<file path="config.mk">
export PLATFORM = sky130hd
export DESIGN_NAME = decode_stage_pipelined
export DESIGN_NICKNAME = d
export VERILOG_FILES = /design/src/rtl/decode_stage_pipelined.sv
export SDC_FILE = /design/constraint.sdc
export NUM_CORES = 1
export LEC_CHECK = 0
export ABC_AREA = 1
export CAP_MARGIN = 20
export CORE_MARGIN = 5
export CORE_UTILIZATION = 43
export CTS_BUF_LIST = sky130_fd_sc_hd__clkbuf_4
export DETAILED_ROUTE_END_ITERATION = 10
export PLACE_DENSITY = 0.74
export SYNTH_ARGS = -nofsm -noshare
export SYNTH_HDL_FRONTEND = slang
export SYNTH_SLANG_ARGS = --single-unit
</file>
<file path="constraint.sdc">
create_clock -name clock -period 2 [get_ports clock]
set_input_delay 0.2 -clock clock [delete_from_list [all_inputs] [get_ports clock]]
set_output_delay 0.2 -clock clock [all_outputs]
set_load 0.01 [all_outputs]
</file>
<file path="src/rtl/decode_stage_pipelined.sv">
// Registered instruction decode stage sitting between the instruction cache
// and operand prep. Decodes one instruction per cycle into an ID/EX register
// with valid/ready flow control, load-use hazard bubbles, branch flush and a
// saturating count of the bubbles inserted.
module decode_stage_pipelined #(
    parameter int IW             = 32,
    parameter int RW             = 5,
    parameter int CW             = 4,
    parameter int LOAD_USE_STALL = 1,
    parameter int CNT_W          = 16
) (
    input  logic             clock,
    input  logic             reset,
    input  logic [IW-1:0]    instruction,
    input  logic             in_valid,
    output logic             in_ready,
    input  logic             flush,
    input  logic             out_ready,
    output logic             out_valid,
    output logic [2:0]       opType,
    output logic [CW-1:0]    aluControlCode,
    output logic             unconditionalBranch,
    output logic             branch,
    output logic             memRead,
    output logic             memToReg,
    output logic             memWrite,
    output logic             aluSRC,
    output logic             regWriteFlag,
    output logic [RW-1:0]    readRegister1,
    output logic [RW-1:0]    readRegister2,
    output logic [RW-1:0]    writeRegister,
    output logic [CNT_W-1:0] stall_count
);

    typedef enum logic [2:0] {
        OP_LD = 3'd0,
        OP_CB = 3'd1,
        OP_R  = 3'd2,
        OP_ST = 3'd3,
        OP_I  = 3'd4,
        OP_B  = 3'd5,
        OP_M  = 3'd6
    } op_e;

    op_e             dec_op;
    logic [CW-1:0]   dec_alu;
    logic [RW-1:0]   dec_rr1;
    logic [RW-1:0]   dec_rr2;
    logic [RW-1:0]   dec_wr;
    logic            uses_rr2;
    logic            hazard_raw;
    logic            hazard;
    logic            accept;
    logic            unused_bits;

    op_e             op_q;
    logic [CW-1:0]   alu_q;
    logic            valid_q;
    logic            ub_q;
    logic            br_q;
    logic            mr_q;
    logic            mw_q;
    logic            src_q;
    logic            rw_q;
    logic [RW-1:0]   rr1_q;
    logic [RW-1:0]   rr2_q;
    logic [RW-1:0]   wr_q;
    logic [CNT_W-1:0] cnt_q;

    // Instruction bits that no field of the decode looks at.
    assign unused_bits = ^{instruction[IW-1:31], instruction[21], instruction[15:10]};

    // Classify the incoming instruction; the branch bit outranks everything else.
    always_comb begin
        dec_op = OP_I;
        if (instruction[26])
            dec_op = instruction[29] ? OP_CB : OP_B;
        else if (!instruction[28])
            dec_op = OP_R;
        else if (instruction[23])
            dec_op = OP_M;
        else if (instruction[22])
            dec_op = OP_LD;
        else if (instruction[27])
            dec_op = OP_ST;
        else
            dec_op = OP_I;
    end

    // Select the ALU operation for the decoded class.
    always_comb begin
        dec_alu = '0;
        case (dec_op)
            OP_LD, OP_ST: dec_alu = CW'(2);
            OP_CB:        dec_alu = CW'(7);
            OP_M:         dec_alu = CW'(13);
            OP_R: begin
                if (instruction[24])
                    dec_alu = instruction[30] ? CW'(10) : CW'(2);
                else if (!instruction[29])
                    dec_alu = CW'(6);
                else if (!instruction[30])
                    dec_alu = CW'(4);
                else
                    dec_alu = CW'(9);
            end
            OP_I: begin
                if (instruction[29])
                    dec_alu = CW'(4);
                else if (instruction[30])
                    dec_alu = instruction[25] ? CW'(9) : CW'(10);
                else
                    dec_alu = instruction[25] ? CW'(6) : CW'(2);
            end
            default: dec_alu = '0;
        endcase
    end

    // Register IDs; CB and ST read their second operand from the Rt field.
    always_comb begin
        dec_rr1 = instruction[5 +: RW];
        dec_wr  = instruction[0 +: RW];
        if (dec_op == OP_CB || dec_op == OP_ST)
            dec_rr2 = instruction[0 +: RW];
        else
            dec_rr2 = instruction[16 +: RW];
    end

    // Load-use detection against the load currently held in the ID/EX register.
    always_comb begin
        uses_rr2   = (dec_op == OP_R) || (dec_op == OP_CB) || (dec_op == OP_ST);
        hazard_raw = valid_q && (op_q == OP_LD) && (wr_q != {RW{1'b1}}) && in_valid &&
                     ((dec_rr1 == wr_q) || (uses_rr2 && (dec_rr2 == wr_q)));
    end

    assign hazard   = hazard_raw && (LOAD_USE_STALL != 0);
    assign in_ready = (!valid_q || out_ready) && !hazard && !flush;
    assign accept   = in_valid && in_ready;

    // ID/EX register: flush beats hazard beats load; data only moves on accept.
    always_ff @(posedge clock) begin
        if (reset) begin
            valid_q <= 1'b0;
            op_q    <= OP_LD;
            alu_q   <= '0;
            ub_q    <= 1'b0;
            br_q    <= 1'b0;
            mr_q    <= 1'b0;
            mw_q    <= 1'b0;
            src_q   <= 1'b0;
            rw_q    <= 1'b0;
            rr1_q   <= '0;
            rr2_q   <= '0;
            wr_q    <= '0;
            cnt_q   <= '0;
        end else if (flush) begin
            valid_q <= 1'b0;
        end else if (hazard) begin
            if (out_ready) begin
                valid_q <= 1'b0;
                if (cnt_q != {CNT_W{1'b1}})
                    cnt_q <= cnt_q + CNT_W'(1);
            end
        end else if (accept) begin
            valid_q <= 1'b1;
            op_q    <= dec_op;
            alu_q   <= dec_alu;
            ub_q    <= (dec_op == OP_B);
            br_q    <= (dec_op == OP_CB);
            mr_q    <= (dec_op == OP_LD);
            mw_q    <= (dec_op == OP_ST);
            src_q   <= !((dec_op == OP_R) || (dec_op == OP_CB));
            rw_q    <= (dec_op == OP_R) || (dec_op == OP_LD) || (dec_op == OP_M);
            rr1_q   <= dec_rr1;
            rr2_q   <= dec_rr2;
            wr_q    <= dec_wr;
        end else if (out_ready) begin
            valid_q <= 1'b0;
        end
    end

    assign out_valid           = valid_q;
    assign opType              = op_q;
    assign aluControlCode      = alu_q;
    assign unconditionalBranch = ub_q;
    assign branch              = br_q;
    assign memRead             = mr_q;
    assign memToReg            = mr_q;
    assign memWrite            = mw_q;
    assign aluSRC              = src_q;
    assign regWriteFlag        = rw_q;
    assign readRegister1       = rr1_q;
    assign readRegister2       = rr2_q;
    assign writeRegister       = wr_q;
    assign stall_count         = cnt_q;

endmodule

</file>
# --- Yosys cells after proc, flatten, opt, wreduce, memory -nomap -nowiden ---
# Cells that the tools add are included.
op_classes:
  bitwise: 2
  n_reduce_logical: 25
  n_mux: 19
  addsub: 1
  eq_ne: 10
op_table:
  columns: ["cell", "n"]
  rows:
  - ["2-to-1 mux 4 bit", 6]
  - ["2-to-1 mux 3 bit", 7]
  - ["one-hot mux 4 bit (5 select lines)", 1]
  - ["adder 16 x 1 -> 16 bit, second input constant", 1]
  - ["!= test 16 bit, second input constant", 1]
  - ["== test 5 bit", 2]
  - ["== test 3 bit, second input constant", 3]
  - ["logical AND 1 bit", 8]
  - ["logical OR 1 bit", 7]
  - ["== test 3 x 2 -> 1 bit, second input constant", 2]
  - ["logical NOT 3 bit", 2]
  - ["2-to-1 mux 5 bit", 1]
  - ["!= test 5 bit, second input constant", 1]
  - ["logical NOT 1 bit", 4]
  - ["AND reduction 4 bit", 1]
  - ["OR reduction 2 bit", 2]
  - ["== test 3 x 1 -> 1 bit, second input constant", 1]
  - ["2-to-1 mux 1 bit", 3]
  - ["AND reduction 3 bit", 1]
  - ["2-to-1 mux 2 bit", 1]
  - ["NOT 1 bit", 2]
word_totals:
  output_inout_bits: 47
  elab_cells: 70
  regBits: 45

# --- Logic depth before layout (Yosys ltp) ---
# Gate-level depths: netlist of run 1.
depth:
  depth_word: 18
  ltp_mapped: 18
  ltp_nobuf: 18

# --- Worst setup path after synthesis of run 1 ---
# No wires, ideal clock.
synth_timing:
  kind: "register to register"
  startpoint: "reg cnt_q[0], in the netlist stall_count[0]"
  endpoint: "reg cnt_q[1], in the netlist stall_count[1]"
  t_required_ns: 1.887
  n_path_buf: 0
  arrival_time_ns: 1.915
  setup_time_ns: 0.113
  path_stages_with_launch: 13
  setup_slack_ns: -0.028
  cell_sequence: "dfxtp_1 ha_1 nand2_1 nor3_1 inv_1 nor2_1 inv_1 nor3_2 a21boi_1 nand2_1 inv_2 o21ai_1 nor2_1"
synth_between:
  elab_chain_cells: 2
  word_cells_on_any_way: 3
  classes_between: "1 x add/sub; 1 x eq/ne; 1 x reduce/logical"
synth_rtl:
  columns: ["element", "line", "rtl"]
  rows:
  - ["start, declared", "68", "logic [CNT_W-1:0] cnt_q;"]
  - ["start signal, assigned", "162", "cnt_q <= cnt_q + CNT_W'(1);"]
  - ["parallel branches: the longest is 2 deep, another holds adder 16 x 1 -> 16 bit", null, null]
# Parallel ways; which one is timed is not known.
# A chain may end at the register's enable or synchronous reset.

# --- Worst setup path after layout of run 1 ---
layout_timing:
  startpoint: "reg wr_q[3], in the netlist writeRegister[3]"
  endpoint: "out in_ready"
layout_between:
  elab_chain_cells: 7
  word_cells_on_any_way: 11
  classes_between: "3 x eq/ne; 8 x reduce/logical"
layout_rtl:
  columns: ["element", "line", "rtl"]
  rows:
  - ["start, declared", "67", "logic [RW-1:0] wr_q;"]
  - ["start signal, assigned", "176", "wr_q <= dec_wr;"]
  - ["!= test 5 bit or == test 5 bit (tied branches)", "132, 133", null]
  - ["logical AND 1 bit (on tied branches)", "132, 133", null]
  - ["logical AND 1 bit or logical OR 1 bit (tied branches)", "132, 133", null]
  - ["logical AND 1 bit *", "132", "hazard_raw = valid_q && (op_q == OP_LD) && (wr_q != {RW{1'b1}}) && in_valid &&"]
  - ["logical NOT 1 bit *", "137", "assign in_ready = (!valid_q || out_ready) && !hazard && !flush;"]
  - ["logical AND 1 bit * (2 in a row)", "137", null]
  - ["end, declared", "16", "output logic in_ready,"]
# Every way passes the cells marked *; elsewhere a longest branch is shown, timed or not.

==> impl_metrics.sql, run 1 <==
INSERT INTO impl_metrics (metric_group, metric, value, unit) VALUES
('status', 'result_of_the_run', 'completed', ''),
('global_routing', 'antenna_found_initial', '0', ''),
('clock_tree', 'cts_max_level', '2', ''),
('timing', 'period_minus_slack', '1858', 'ps'),
('floorplanning', 'die_x', '88.58', 'microns'),
('worst_hold_path', 'hold_path.class', 'primary input to flip-flop', ''),
('drt', 'dr.pass1.iters', '4', ''),
('logic_synthesis', 'synth-async-reset-ratio', '0', '%'),
('clock_tree', 'clock_insertion_delay_worst_skew', '370', 'ps'),
('critical_path', 'worst_ep_required_time', '1800', 'ps'),
('power_and_ir_drop', 'p_leak', '0.001826', 'uW'),
('layout', 'n_antenna_cell', '0', ''),
('critical_path', 'cp_max_fo', '5', ''),
('timing', 'max-slew-margin-rel', '70.36', '%'),
('drt', 'detail-route-antenna-nets', '0', ''),
('worst_hold_path', 'hold_path.startpoint', 'instruction[2]', ''),
('critical_path', 'r2r_cell_count', '12', ''),
('drt', 'post-route-drc-count', '0', ''),
('layout', 'drive_gt1_share', '14.60', '%'),
('logic_synthesis', 'synth_common_cells', 'nand2_1, nor2_1, inv_1, dfxtp_1, nand3_1', ''),
('run', 'drv.max_cap_violation_count', '0', ''),
('floorplanning', 'design.core.area', '0.005956', 'sq mm'),
('logic_synthesis', 'synth_cell_types', '28', ''),
('logic_synthesis', 'yosys-top-cells-area', 'dfxtp_1, nand2_1, nor2_1', ''),
('place', 'detailed_place_hpwl', '5353', 'microns'),
('worst_hold_path', 'min_delay_path_depth', '3', ''),
('global_routing', 'grt_remaining_overflow', '0', ''),
('place', 'buffer_ports.inserted', '75', ''),
('drt', 'wl_per_cell', '11.73', 'microns'),
('drt', 'avgViaCountPerCell', '4.766', ''),
('critical_path', 'beginning_of_the_worst_register_to_register_path', 'stall_count[0]$_SDFFE_PP0P_', ''),
('worst_hold_path', 'hold_path_end', 'writeRegister[2]$_SDFFE_PP0P_', ''),
('logic_synthesis', 'synthFlopType', 'dfxtp_1', ''),
('floorplanning', 'top_level_ports', '84', ''),
('global_routing', 'grt_pass1_vias', '2703', ''),
('power_and_ir_drop', 'pwr_dens', '490.9', 'mW/mm^2'),
('critical_path', 'setup.worst_path.end_class', 'primary output', ''),
('logic_synthesis', 'number_of_synthesized_flops_with_an_enable_pin', '0', ''),
('global_routing', 'grt.total_usage', '19.28', '%'),
('logic_synthesis', 'syn-num-nets', '474', ''),
('drt', 'route.final.wire_length', '7308', 'microns'),
('place', 'gp_routability_congestion', '0.9143', ''),
('drt', 'drtIter0Drc', '112', ''),
('global_routing', 'grt_max_degree', '42', ''),
('clock_tree', 'cts-buffers-inserted', '5', ''),
('clock_tree', 'clock_sinks', '45', ''),
('power_and_ir_drop', 'irDropWorstVdd', '0.3222', 'mV'),
('logic_synthesis', 'synth-warning-count', '0', ''),
('floorplanning', 'floorplan.initialDensity', '44.58', '%'),
('critical_path', 'r2r-end', 'stall_count[1]$_SDFFE_PP0P_', ''),
('critical_path', 'crit_type', 'flip-flop to primary output', ''),
('logic_synthesis', 'netlist_instances', '436', ''),
('clock_tree', 'root_buffer', 'clkbuf_4', ''),
('layout', 'postLayoutCoreUtil', '65.19', '%'),
('logic_synthesis', 'most_used_standard_cell_by_instance_count_after_synthesis', 'nand2_1', ''),
('logic_synthesis', 'synth.ff_latch_count', '45', ''),
('drt', 'num_vias', '2969', ''),
('timing', 'hold-worst-slack', '426.8', 'ps'),
('logic_synthesis', 'area_of_the_mapped_netlist', '0.002655', 'sq mm'),
('logic_synthesis', 'postSynthAreaPerCell', '6.090', 'sq um'),
('clock_tree', 'cts_hold_buffers', '0', ''),
('global_routing', 'global_route_wire_length_before_repair', '12090', 'microns'),
('timing', 'setup_viol_count_final', '0', ''),
('clock_tree', 'cts-root-to-sink-buffers', '2', ''),
('clock_tree', 'clkSlewWorstSetupHoldPaths', '150', 'ps'),
('floorplanning', 'area_of_the_die', '0.007846', 'sq mm'),
('critical_path', 'critPathArrivalTime', '1660', 'ps'),
('floorplanning', 'die_h', '88.58', 'microns'),
('layout', 'nets', '585', ''),
('timing', 'timing.fmax', '538.3', 'MHz'),
('critical_path', 'r2r_setup_slack', '190', 'ps');
[placed cells by master (no fill, tap or decap), types with 2 or more instances in the layout]
| master | count |
|---|---|
| nand2_1 | 110 |
| nor2_1 | 84 |
| inv_1 | 68 |
| clkdlybuf4s50_1 | 68 |
| dfxtp_1 | 43 |
| buf_4 | 37 |
| nand3_1 | 30 |
| a21oi_1 | 16 |
| o21ai_0 | 12 |
| nand4_1 | 10 |
| nor3_1 | 7 |
| xor2_1 | 6 |
| nand3_2 | 5 |
| clkbuf_4 | 5 |
| inv_2 | 4 |
| nand2_2 | 4 |
| dlygate4sd2_1 | 3 |
| nor2_4 | 2 |
| nand2_4 | 2 |
| xnor2_1 | 2 |
| nor3_2 | 2 |
| o21ai_1 | 2 |
| inv_6 | 2 |
| buf_2 | 2 |
| clkdlybuf4s15_1 | 2 |
| buf_12 | 2 |
| buf_6 | 2 |
[routing by layer]
layer | wire length [microns] | share of wire, % | global-route usage, % | up-vias
li1 | - | - | - | 1570
met1 | 3347 | 46 | 25.81 | 1299
met3 | 542 | 7.4 | 4.749 | 11
met4 | 117 | 1.6 | 5.220 | 0
met2 | 3300 | 45 | 31.07 | 89
met5 | 0 | 0 | 0 | -
[state kept, by name, summed over array words and instances, names as in the netlist, 3 cells and up]
register        cells
stall_count        16
aluControlCode      4
opType              3
writeRegister       5
readRegister2       5
readRegister1       5
[cell families after synthesis]
family / after synthesis / synth area share [%]
compound gates: 34 / 6.786
flops: 45 / 33.93
fa+ha+maj: 1 / 0.4712
buf+inv: 87 / 14.33
simple gates: 261 / 41.85
xor+xnor: 8 / 2.639
[critical path, cell delays in order, from the launching register on]
cell and delay (ps):
dfxtp_1 460, nand3_1 100, nor3_1 180, nor4_1 70, buf_4 140, nand2_2 70
nand2_1 50, nor2_1 80, buf_2 140
[where the power goes]
part           internal, uW  switching (uW)
Sequential              935            27.8
Combinational           236             227
Clock                   146             334
[worst max path at each step]
stage / from / to / slack, ps / cells past startpoint
floorplan: stall_count[0]$_SDFFE_PP0P_ / stall_count[1]$_SDFFE_PP0P_ / 60 / 12
global placement: instruction[28] / in_ready / -500 / 16
detailed placement: instruction[26] / in_ready / -590 / 14
CTS: stall_count[0]$_SDFFE_PP0P_ / stall_count[5]$_SDFFE_PP0P_ / 7 / 13
global route: instruction[27] / in_ready / -3 / 16
finish: writeRegister[3]$_SDFFE_PP0P_ / in_ready / 140 / 8
[per-stage QoR]
| stage | power (uW) | std cells | area, sq um | TNS (ps) | setup slack [ps] |
|---|---|---|---|---|---|
| global placement | 1426 | 608 | 3694 | -19090 | -502.1 |
| detailed placement | 1432 | 608 | 3694 | -21610 | -588.4 |
| global route | 2021 | 623 | 3882 | -2.822 | -2.822 |
| finish | 1906 | 623 | 3882 | 0 | 142.4 |
| CTS | 1919 | 620 | 3807 | 0 | 6.948 |
| floorplan | 1197 | 436 | 2660 | 0 | 56.35 |
[final cells by class]
cell class              instances  area [sq um]
fillers                       551          2073
multi-input cells             305          1461
repair buffers                117          1082
flip-flops and latches         45         905.9
inverters                      73         276.5
well taps                      75         93.84
clock buffers                   5         37.54
clock inverters                 3         25.02
[what timing repair did]
| item | 4_1_cts | 5_1_grt |
|---|---|---|
| endpoints found under the setup margin | 45 | 19 |
| gates resized for setup | 19 | 19 |
| pin swaps | 6 | 5 |
| gates cloned | 2 | 0 |
| setup buffers | 2 | 3 |
No activity file was read; power rests on OpenSTA's default activity.
==> inputs of run 2 (changes only) <==
--- a/config.mk
+++ b/config.mk
@@ -10,8 +10,10 @@
 export CORE_MARGIN = 5
 export CORE_UTILIZATION = 43
 export CTS_BUF_LIST = sky130_fd_sc_hd__clkbuf_4
+export CTS_CLUSTER_SIZE = 8
 export DETAILED_ROUTE_END_ITERATION = 10
 export PLACE_DENSITY = 0.74
+export RECOVER_POWER = 25
 export SYNTH_ARGS = -nofsm -noshare
 export SYNTH_HDL_FRONTEND = slang
 export SYNTH_SLANG_ARGS = --single-unit
==> impl_metrics.sql, run 2 (synthesis gave the netlist of run 1 again) <==
INSERT INTO impl_metrics (metric_group, metric, value, unit) VALUES
('status', 'result_of_the_run', 'completed', ''),
('power_and_ir_drop', 'irDropWorstVdd', '0.3187', 'mV'),
('place', 'buffer_ports.inserted', '75', ''),
('clock_tree', 'cts-root-to-sink-buffers', '2', ''),
('layout', 'postLayoutCoreUtil', '65.19', '%'),
('clock_tree', 'cts_hold_buffers', '0', ''),
('power_and_ir_drop', 'combinationalPowerShare', '24.0', '%'),
('timing', 'tightest_slew', '444.5', 'ps'),
('place', 'detailed_place_hpwl', '5353', 'microns'),
('timing', 'timing.final.hold_violations', '0', ''),
('timing', 'setup_viol_count_final', '0', ''),
('clock_tree', 'clock_sinks', '45', ''),
('timing', 'period_minus_slack', '1850', 'ps'),
('floorplanning', 'design.core.area', '0.005956', 'sq mm'),
('floorplanning', 'floorplan.initialDensity', '44.58', '%'),
('drt', 'avgViaCountPerCell', '4.746', ''),
('clock_tree', 'clock_insertion_delay_worst_skew', '370', 'ps'),
('global_routing', 'grt_pass1_vias', '2703', ''),
('timing', 'fin_skew', '11.03', 'ps'),
('drt', 'drtIter0Drc', '116', ''),
('power_and_ir_drop', 'seqPwrFrac', '50.8', '%'),
('layout', 'layout_commonest_cell', 'nand2_1', ''),
('floorplanning', 'die_x', '88.58', 'microns'),
('clock_tree', 'cts-buffers-inserted', '5', ''),
('run', 'drv.max_cap_violation_count', '0', ''),
('power_and_ir_drop', 'netSwitchingFraction', '30.85', '%'),
('layout', 'n_antenna_cell', '0', ''),
('clock_tree', 'clkSlewWorstSetupHoldPaths', '150', 'ps'),
('power_and_ir_drop', 'power_switching', '583.8', 'uW'),
('drt', 'detail-route-antenna-nets', '0', ''),
('clock_tree', 'root_buffer', 'clkbuf_4', ''),
('critical_path', 'crit_type', 'flip-flop to primary output', ''),
('timing', 'hold-worst-slack', '431.8', 'ps'),
('layout', 'syn2layout_area_growth', '46.23', '%'),
('layout', 'layout_common_cells', 'nand2_1, nor2_1, inv_1', ''),
('drt', 'wl_per_cell', '11.68', 'microns'),
('power_and_ir_drop', 'cellInternalPower', '1309', 'uW'),
('layout', 'largest_register_ff_count', '16', ''),
('clock_tree', 'cts_max_level', '2', ''),
('drt', 'post-route-drc-count', '0', ''),
('critical_path', 'critPathArrivalTime', '1650', 'ps'),
('timing', 'finalSetupTns', '0', 'ps'),
('worst_hold_path', 'hold_path.class', 'primary input to flip-flop', ''),
('clock_tree', 'tritoncts', 'yes', ''),
('power_and_ir_drop', 'clockPowerShare', '25.2', '%'),
('timing', 'timing.final.crit_share', '92.48', '%'),
('timing', 'timing_max_transition_violations_final', '0', ''),
('layout', 'post-route-cell-area', '0.003882', 'sq mm'),
('global_routing', 'grt_remaining_overflow', '0', ''),
('worst_hold_path', 'hold_path.startpoint', 'instruction[2]', ''),
('global_routing', 'grt_max_degree', '42', ''),
('critical_path', 'worst_ep_required_time', '1800', 'ps'),
('power_and_ir_drop', 'p_leak', '0.001887', 'uW'),
('layout', 'nets', '585', ''),
('place', 'post_dp_cell_area', '0.003694', 'sq mm'),
('timing', 'timing.fmax', '540.6', 'MHz'),
('global_routing', 'global_route_wire_length_before_repair', '12090', 'microns'),
('critical_path', 'worst_setup_path_startpoint', 'writeRegister[4]$_SDFFE_PP0P_', ''),
('critical_path', 'setup.worst_path.end_class', 'primary output', ''),
('critical_path', 'beginning_of_the_worst_register_to_register_path', 'stall_count[0]$_SDFFE_PP0P_', ''),
('timing', 'max-slew-margin-rel', '70.34', '%'),
('floorplanning', 'area_of_the_die', '0.007846', 'sq mm'),
('power_and_ir_drop', 'pwr_dens', '487.5', 'mW/mm^2'),
('floorplanning', 'die_h', '88.58', 'microns'),
('critical_path', 'cp_max_fo', '5', ''),
('layout', 'drive_gt1_share', '14.60', '%'),
('floorplanning', 'placement_rows', '28', ''),
('global_routing', 'grt.total_usage', '19.28', '%'),
('drt', 'num_vias', '2957', ''),
('place', 'gp_routability_congestion', '0.9143', ''),
('drt', 'route.final.wire_length', '7277', 'microns'),
('critical_path', 'timing.critical_path.from_type', 'flip-flop', ''),
('drt', 'dr.pass1.iters', '4', ''),
('floorplanning', 'top_level_ports', '84', ''),
('global_routing', 'antenna_found_initial', '0', '');
run 2: cell count changes in the layout (fill, tap and decap cells not counted):
cell and delta:
clkdlybuf4s50_1 -22, dlygate4sd3_1 +22
run 2: through the flow:
stage / cells / setup slack, ps / power (uW)
after floorplan: 436 / 56.35 / 1197
after CTS: 620 / 6.948 / 1919
after detailed placement: 608 / -588.4 / 1432
after global placement: 608 / -502.1 / 1426
after global routing: 623 / -2.822 / 2012
final: 623 / 150.3 / 1893
run 2: cell type report:
class / count / area (sq um)
repair buffers: 117 / 1082
clock buffers: 5 / 37.54
well taps: 75 / 93.84
multi-input cells: 305 / 1461
fillers: 551 / 2073
inverters: 73 / 276.5
flip-flops and latches: 45 / 905.9
clock inverters: 3 / 25.02
run 2: final timing paths:
| check | to | slack, ps | depth (start not counted) |
|---|---|---|---|
| min reg2reg | stall_count[0]$_SDFFE_PP0P_ | 460 | 1 |
| max reg2reg | stall_count[1]$_SDFFE_PP0P_ | 190 | 12 |
| min | writeRegister[2]$_SDFFE_PP0P_ | 430 | 3 |
| max | in_ready | 150 | 8 |
run 2: metal layers:
metal	GRT usage, %	vias up	wire, microns
met1	25.81	1296	3342
met5	0	-	0
li1	-	1569	-
met3	4.749	8	532
met2	31.07	84	3315
met4	5.220	0	87
run 2: repair_timing:
item                       in CTS  in global routing
setup endpoints to repair      45                 19
resized for setup              19                 19
pin swaps                       6                  5
buffers inserted                2                  3
gates cloned                    2                  0
run 2: power by group through the flow:
stage	clock network (uW)	registers [uW]	logic, uW
2_1_floorplan	0	997	200
4_1_cts	495	965	459
6_report	477	962	454
3_3_place_gp	0	982	443
5_1_grt	538	968	506
3_5_place_dp	0	984	448
run 2: critical path: stages, from the launching register on:
cell and delay (ps):
dfxtp_1 460, nand3_1 100, nor3_1 180, nor4_1 70, buf_4 140, nand2_2 70
nand2_1 50, nor2_1 80, buf_2 140
==> inputs of run 3 (changes only) <==
--- a/config.mk
+++ b/config.mk
@@ -7,12 +7,12 @@
 export LEC_CHECK = 0
 export ABC_AREA = 1
 export CAP_MARGIN = 20
-export CORE_MARGIN = 5
-export CORE_UTILIZATION = 43
+export CORE_MARGIN = 4
+export CORE_UTILIZATION = 25
 export CTS_BUF_LIST = sky130_fd_sc_hd__clkbuf_4
 export CTS_CLUSTER_SIZE = 8
 export DETAILED_ROUTE_END_ITERATION = 10
-export PLACE_DENSITY = 0.74
+export PLACE_DENSITY = 0.46
 export RECOVER_POWER = 25
 export SYNTH_ARGS = -nofsm -noshare
 export SYNTH_HDL_FRONTEND = slang
==> impl_metrics.sql, run 3 (synthesis gave the netlist of run 1 again) <==
INSERT INTO impl_metrics (metric_group, metric, value, unit) VALUES
('status', 'result_of_the_run', 'completed', ''),
('floorplanning', 'area_of_the_die', '0.01233', 'sq mm'),
('drt', 'wl_per_cell', '11.55', 'microns'),
('floorplanning', 'die_x', '111.1', 'microns'),
('floorplanning', 'floorplan.initialDensity', '25.72', '%'),
('timing', 'worst_slack', '104.4', 'ps'),
('critical_path', 'setup.worst_path.end_class', 'primary output', ''),
('critical_path', 'r2r_cell_count', '15', ''),
('critical_path', 'r2r_setup_slack', '120', 'ps'),
('power_and_ir_drop', 'fin_total_pwr', '1921', 'uW'),
('layout', 'syn2layout_area_growth', '56.64', '%'),
('floorplanning', 'top_level_ports', '84', ''),
('worst_hold_path', 'hold_path.class', 'primary input to flip-flop', ''),
('critical_path', 'critical_path_depth', '9', ''),
('critical_path', 'cp_cell_sequence', 'buf_6 > xor2_1 > nor3_1 > nand4_1 > nand2_2 > nand2_2 > nand2_1 > nor2_2 > buf_2', ''),
('clock_tree', 'cts_hold_buffers', '0', ''),
('critical_path', 'worst_setup_path_startpoint', 'writeRegister[3]$_SDFFE_PP0P_', ''),
('layout', 'post-route-cell-area', '0.004159', 'sq mm'),
('global_routing', 'grt.total_usage', '13.09', '%'),
('timing', 'max-slew-margin-rel', '77.17', '%'),
('drt', 'route.final.wire_length', '8111', 'microns'),
('clock_tree', 'clock_insertion_delay_worst_skew', '360', 'ps'),
('critical_path', 'timing.critical_path.slowest_stage_cell', 'dfxtp_2', ''),
('clock_tree', 'cts_max_level', '2', ''),
('drt', 'avgViaCountPerCell', '4.295', ''),
('global_routing', 'antenna_found_initial', '0', ''),
('clock_tree', 'clkSlewWorstSetupHoldPaths', '140', 'ps'),
('timing', 'timing.final.hold_violations', '0', ''),
('place', 'post_dp_cell_area', '0.003867', 'sq mm'),
('timing', 'timing_max_transition_violations_final', '0', ''),
('floorplanning', 'placement_rows', '37', ''),
('layout', 'n_antenna_cell', '0', ''),
('critical_path', 'worstPathBufferInverterCount', '2', ''),
('global_routing', 'grt_remaining_overflow', '0', ''),
('place', 'placed_cells', '682', ''),
('place', 'gp_routability_congestion', '0.8851', ''),
('floorplanning', 'die_h', '111.1', 'microns'),
('place', 'placement.setup.worst_slack', '-652.3', 'ps'),
('clock_tree', 'clock_sinks', '45', ''),
('critical_path', 'worst_path_largest_cell_delay', '350', 'ps'),
('power_and_ir_drop', 'pwr_dens', '461.8', 'mW/mm^2'),
('run', 'drv.max_cap_violation_count', '0', ''),
('timing', 'setup_viol_count_final', '0', ''),
('timing', 'timing.fmax', '527.5', 'MHz'),
('place', 'buffer_ports.inserted', '75', ''),
('layout', 'fillCellCount', '1112', ''),
('clock_tree', 'tritoncts', 'yes', ''),
('critical_path', 'critPathArrivalTime', '1700', 'ps'),
('drt', 'drtIter0Drc', '108', ''),
('floorplanning', 'design.core.area', '0.01032', 'sq mm'),
('timing', 'hold-worst-slack', '191.5', 'ps'),
('critical_path', 'cp-endpoint', 'in_ready', ''),
('drt', 'detail-route-antenna-nets', '0', ''),
('timing', 'timing.final.crit_share', '94.78', '%'),
('power_and_ir_drop', 'irDropWorstVdd', '0.2080', 'mV'),
('global_routing', 'global_route_wire_length_before_repair', '13530', 'microns'),
('timing', 'fin_skew', '10.12', 'ps'),
('critical_path', 'beginning_of_the_worst_register_to_register_path', 'writeRegister[1]$_SDFFE_PP0P_', ''),
('clock_tree', 'cts-buffers-inserted', '5', ''),
('drt', 'num_vias', '3015', ''),
('clock_tree', 'root_buffer', 'clkbuf_4', ''),
('drt', 'post-route-drc-count', '0', ''),
('layout', 'layout_common_cells', 'nand2_1, nor2_1, inv_1', ''),
('critical_path', 'r2r-end', 'branch$_SDFFE_PP0P_', ''),
('critical_path', 'crit_type', 'flip-flop to primary output', ''),
('layout', 'drive_gt1_share', '21.73', '%'),
('drt', 'dr.pass1.iters', '4', ''),
('layout', 'final_cells', '702', ''),
('timing', 'tightest_slew', '339.8', 'ps'),
('layout', 'nets', '604', ''),
('critical_path', 'cp_max_fo', '4', ''),
('power_and_ir_drop', 'p_leak', '0.002001', 'uW'),
('layout', 'largest_register_ff_count', '16', ''),
('critical_path', 'cp_top_family', 'simple AND/OR/NAND/NOR gates', ''),
('layout', 'layout_commonest_cell', 'nand2_1', ''),
('critical_path', 'timing.critical_path.from_type', 'flip-flop', ''),
('global_routing', 'grt_pass1_vias', '2967', ''),
('timing', 'period_minus_slack', '1896', 'ps'),
('place', 'detailed_place_hpwl', '6159', 'microns'),
('clock_tree', 'cts-root-to-sink-buffers', '2', ''),
('critical_path', 'critPathMostFrequentCell', 'nand2_2', ''),
('global_routing', 'grt_max_degree', '31', ''),
('critical_path', 'worst_ep_required_time', '1800', 'ps');
-- run 3: cell types whose count changed in the layout (fill, tap and decap cells not counted), moves of 3 or more --
cell,previous run,this run
buf_4,37,50
buf_6,2,8
clkbuf_2,1,5
dfxtp_1,43,38
dfxtp_2,1,6
dlygate4sd2_1,3,0
inv_1,68,63
inv_2,4,7
nand2_1,110,106
nand2_2,4,8
nor2_1,84,81
nor2_2,1,4
-- run 3: layout make-up --
| cell class | count | area [sq um] | share of cell area (%) |
|---|---|---|---|
| Multi-Input combinational cell | 304 | 1508 | 36.25 |
| Sequential cell | 45 | 912.1 | 21.93 |
| Clock buffer | 6 | 45.04 | 1.083 |
| Inverter | 73 | 281.5 | 6.769 |
| Timing Repair Buffer | 137 | 1239 | 29.78 |
| Tap cell | 136 | 170.2 | 4.091 |
| Clock inverter | 1 | 3.754 | 0.09025 |
-- run 3: what timing repair did --
item / CTS / global route
gates resized for setup: 21 / 56
setup endpoints to repair: 46 / 44
pin swaps: 9 / 23
cloned: 1 / 1
setup buffers: 5 / 6
-- run 3: how the worst min path moves through the flow --
stage	startpoint	end	cells past startpoint
floorplan	reset	branch$_SDFFE_PP0P_	1
global placement	branch$_SDFFE_PP0P_	branch$_SDFFE_PP0P_	2
detailed placement	branch$_SDFFE_PP0P_	branch$_SDFFE_PP0P_	2
CTS	instruction[6]	readRegister1[1]$_SDFFE_PP0P_	3
global route	instruction[1]	writeRegister[1]$_SDFFE_PP0P_	3
finish	instruction[1]	writeRegister[1]$_SDFFE_PP0P_	3
-- run 3: through the flow --
step	setup TNS, ps	utilization (%)
finish	0	40.29
floorplan	0	-
global placement	-24490	37.46
detailed placement	-26070	37.46
CTS	0	38.66
global route	-2.947	40.29
-- run 3: power by group --
group | leakage, uW | internal [uW] | switching (uW)
registers | 0.000371 | 936 | 23.2
clock network | 0.0000292 | 142 | 312
logic | 0.00160 | 261 | 246
-- run 3: tightest hold or removal path, cell delays in order --
cell	delay (ps)
dlymetal6s2s_1	170
nor2_1	120
nor2_1	50
-- run 3: layer usage --
| layer | vias up | track usage (%) | routed length (microns) |
|---|---|---|---|
| met2 | 59 | 22.21 | 3771 |
| met5 | - | 0 | 0 |
| met4 | 0 | 3.487 | 89 |
| met1 | 1343 | 16.37 | 3815 |
| li1 | 1605 | - | - |
| met3 | 8 | 3.603 | 436 |
